### config.mk
export PLATFORM = sky130hd
export DESIGN_NAME = imem
export DESIGN_NICKNAME = d
export VERILOG_FILES = /design/src/rtl/imem.sv
export SDC_FILE = /design/constraint.sdc
export NUM_CORES = 1
export LEC_CHECK = 0
export ABC_CLOCK_PERIOD_IN_PS = 2900
export CAP_MARGIN = 20
export CORE_MARGIN = 3
export CORE_UTILIZATION = 35
export DETAILED_ROUTE_END_ITERATION = 12
export DONT_BUFFER_PORTS = 1
export PLACE_DENSITY = 0.56
export RECOVER_POWER = 25
export SYNTH_ARGS = -nofsm -noshare
export SYNTH_HDL_FRONTEND = slang
export SYNTH_SLANG_ARGS = --single-unit
### constraint.sdc
create_clock -name clk -period 2.9 [get_ports clk]
set_clock_uncertainty 0.05 [all_clocks]
set_input_delay 0.435 -clock clk [delete_from_list [all_inputs] [get_ports clk]]
set_output_delay 0.435 -clock clk [all_outputs]
set_load 0.05 [all_outputs]
### src/rtl/imem.sv
// Word-addressed memory with registered read port. Reset asynchronously clears
// every word and the read register; rw=1 reads, rw=0 writes.
module imem #(
  parameter int unsigned ADDR_W = 5,
  parameter int unsigned DATA_W = 32
) (
  input  logic              clk,
  input  logic              reset,
  input  logic [ADDR_W-1:0] address,
  input  logic              rw,
  input  logic [DATA_W-1:0] data_in,
  output logic [DATA_W-1:0] data_out
);

  localparam int unsigned DEPTH = 2 ** ADDR_W;

  logic [DATA_W-1:0] mem_q [DEPTH];
  logic [DATA_W-1:0] mem_d [DEPTH];
  logic [DATA_W-1:0] data_out_q;
  logic [DATA_W-1:0] data_out_d;

  always_comb begin
    mem_d      = mem_q;
    data_out_d = data_out_q;
    if (rw) begin
      data_out_d = mem_q[address];
    end else begin
      mem_d[address] = data_in;
    end
  end

  // Storage lives in resettable flops so reset can clear every word without a clock.
  always_ff @(posedge clk or negedge reset) begin
    if (!reset) begin
      for (int unsigned i = 0; i < DEPTH; i++) begin
        mem_q[i] <= '0;
      end
      data_out_q <= '0;
    end else begin
      mem_q      <= mem_d;
      data_out_q <= data_out_d;
    end
  end

  assign data_out = data_out_q;

endmodule

==> impl_metrics.tcl <==
set metrics [dict create \
    vias_per_cell 5.56 \
    synth_top_cell_area_share_pct 56.0 \
    gp_congestion 0.764 \
    clkTransAtPathRegs_ns 0.06 \
    die-area_mm2 0.139 \
    min_period_ns 2.62 \
    clk_latency_ns 0.72 \
    antenna_left 0 \
    outcome "complete, but fails checks" \
    finalCritPeriodShare_pct 90.4 \
    cp_data_required_time_ns 3.43 \
    start_util_pct 35.3 \
    synth_edf_count 0 \
    port_buffers 0 \
    start_kind "input port" \
    yosysMostFrequentCell "dfrtp_1" \
    slowest_stage "clkbuf_1" \
    die-height_um 373 \
    clkSinkCount 1056 \
    drc 0 \
    utilization_pct 40.5 \
    cp_max_fo 208 \
    grt_pass1_wl_um 200000 \
    grt_pass1_vias 29404 \
    synth_cells 3021 \
    total_power_mw 39.8 \
    dr.first_iter.drc_count 1933 \
    synth-main-ff-cell "dfrtp_1" \
    slew_violations 380 \
    ioPinCount 72 \
    crit_chain "nand3b_1 > nor2_4 > clkbuf_1 > mux2_2" \
    first_pass_iters 5 \
    area_growth_pct 14.5 \
    antenna_found_initial 5 \
    ys_types 45 \
    yosys_warnings 0 \
    tns_ns 0 \
    relSlewSlack_pct -30.7 \
    fmax_mhz 381 \
    coreArea_mm2 0.134 \
    violations "hold timing, capacitance limit, slew limit" \
    wl_per_cell_um 27.4 \
    ys_async_sr_fraction_pct 100 \
    maxCapViolCount 4 \
    synth_top_cell_by_area "dfrtp_1" \
    critPathCaptureType "flop" \
    yosys_register_bits 1056 \
    ys_top_cells_by_count "dfrtp_1, mux2_2, mux4_2" \
    leakagePower_nw 24.0 \
    hold_violations 399 \
    holdWs_ns -0.637 \
    setup_violations 0 \
    cts_tree "done" \
    synth.avg_cell_area_um2 15.6 \
    nFillCells 11971 \
    num_rows 134 \
    cts_max_path_buffers 3 \
    worst_pin_slew_ns 1.96 \
    cts_root_buffer "clkbuf_16" \
    slowest_delay_ns 1.41 \
    dr_total_vias 27112 \
    fp.dieW_um 373 \
    gr-total-overflow 0 \
    cts_max_level 3 \
    drive_gt1_share_pct 49.7 \
    grt_max_degree 1057 \
    cts_inserted_buffers 112 \
    rsz0062_at_grt "no" \
    p_per_area_mw_per_mm2 736 \
    hold_path_class "in -> async" \
    cp.arrival_ns 3.16 \
    cts_resized 0 \
    synth_nets 3061 \
    timing_worst_setup_path_type "in -> reg" \
    dp_hpwl_um 76200 \
    totalWireLength_um 133000 \
    nets 3054 \
    peakVddDrop_uv 559 \
    synthTopCellsByArea "dfrtp_1, mux2_2, mux4_2, mux2i_1, buf_2" \
    syn_area_mm2 0.0472 \
    finalWorstSetupSlack_ns 0.278 \
    post-place-ws_ns 0.354 \
    ys_seq_area_share_pct 56.0 \
    track_usage_pct 19.0 \
]
==> timing repair <==
action,CTS,global route
setup buffers,0,0
hold buffers,61,1
hold endpoints to repair,2112,234
==> final timing paths <==
path	startpoint	end	slack, ns	depth (start not counted)
max in group asynchronous	reset	mem_q[41]	0.86	2
min in group clk	rw	data_out[22]	0.04	3
setup / recovery	address[1]	mem_q[5]	0.28	4
hold / removal	reset	mem_q[311]	-0.64	0
setup reg to reg	mem_q[410]	data_out[26]	0.91	3
hold reg to reg	mem_q[404]	mem_q[404]	0.43	1
==> report_power, final <==
part | internal, mW | switching, mW
Combinational | 3.47 | 2.03
Clock | 9.01 | 6.03
Sequential | 17.6 | 1.65
Total | 30.1 | 9.72
==> layout make-up <==
cell class	count	area (µm²)	area share, %
antenna	2	5.00	0.00926
timing repair buffer	177	2090	3.86
clock inverter	37	531	0.981
clock buffer	167	3380	6.25
sequential	1056	26400	48.9
inverter	5	18.8	0.0347
multi-input combinational	1662	19400	35.9
tap	1768	2210	4.09
==> layout by cell type (no fill, tap or decap), drive strengths merged, types with 3 or more instances in the layout <==
master       count
a211oi           7
a21oi           30
a221oi          41
a22o            22
a22oi           27
a31oi           17
a41oi           15
and2             3
and3             3
buf            122
bufinv          11
clkbuf         178
clkinv          18
clkinvlp         4
dfrtp         1056
dlygate4sd3     44
inv              9
mux2          1025
mux2i          129
mux4           191
nand2           23
nor2            40
nor2b            3
nor3             6
nor3b            4
o21ai           25
o221ai          27
o22ai           11
==> critical path, delay by kind of cell <==
family	cells	cell delay, ns
buffers and inverters	1	1.41
AND/OR/NAND/NOR	2	0.49
multiplexers	1	0.45
==> logic make-up after synthesis <==
logic type / count (synthesis) / share of synthesized area (%)
muxes: 1345 / 36.3
buffers and inverters: 303 / 3.13
AOI/OAI and AO/OA: 223 / 3.46
and+or+nand+nor: 94 / 1.12
DFF: 1056 / 56.0
==> registers in the layout, summed over array words and instances (netlist names) <==
| signal | count |
|---|---|
| data_out | 32 |
| mem_q | 1024 |
==> metal layers <==
layer | GRT usage [%] | vias to the layer above | wire length (µm)
met5 | 0 | - | 0
met4 | 6.00 | 0 | 3780
met3 | 3.39 | 196 | 6570
met2 | 31.4 | 599 | 64900
met1 | 25.5 | 15009 | 58200
li1 | - | 11308 | -
==> through the flow <==
step                area [µm²]  hold slack (ns)  std cells
floorplan                47200           0.0894       3021
global placement         49000            0.182       4585
detailed placement       49000            0.171       4585
CTS                      53700           -0.614       4850
global route             54100           -0.680       4872
finish                   54100           -0.637       4874
(Power assumes the default switching activity.)
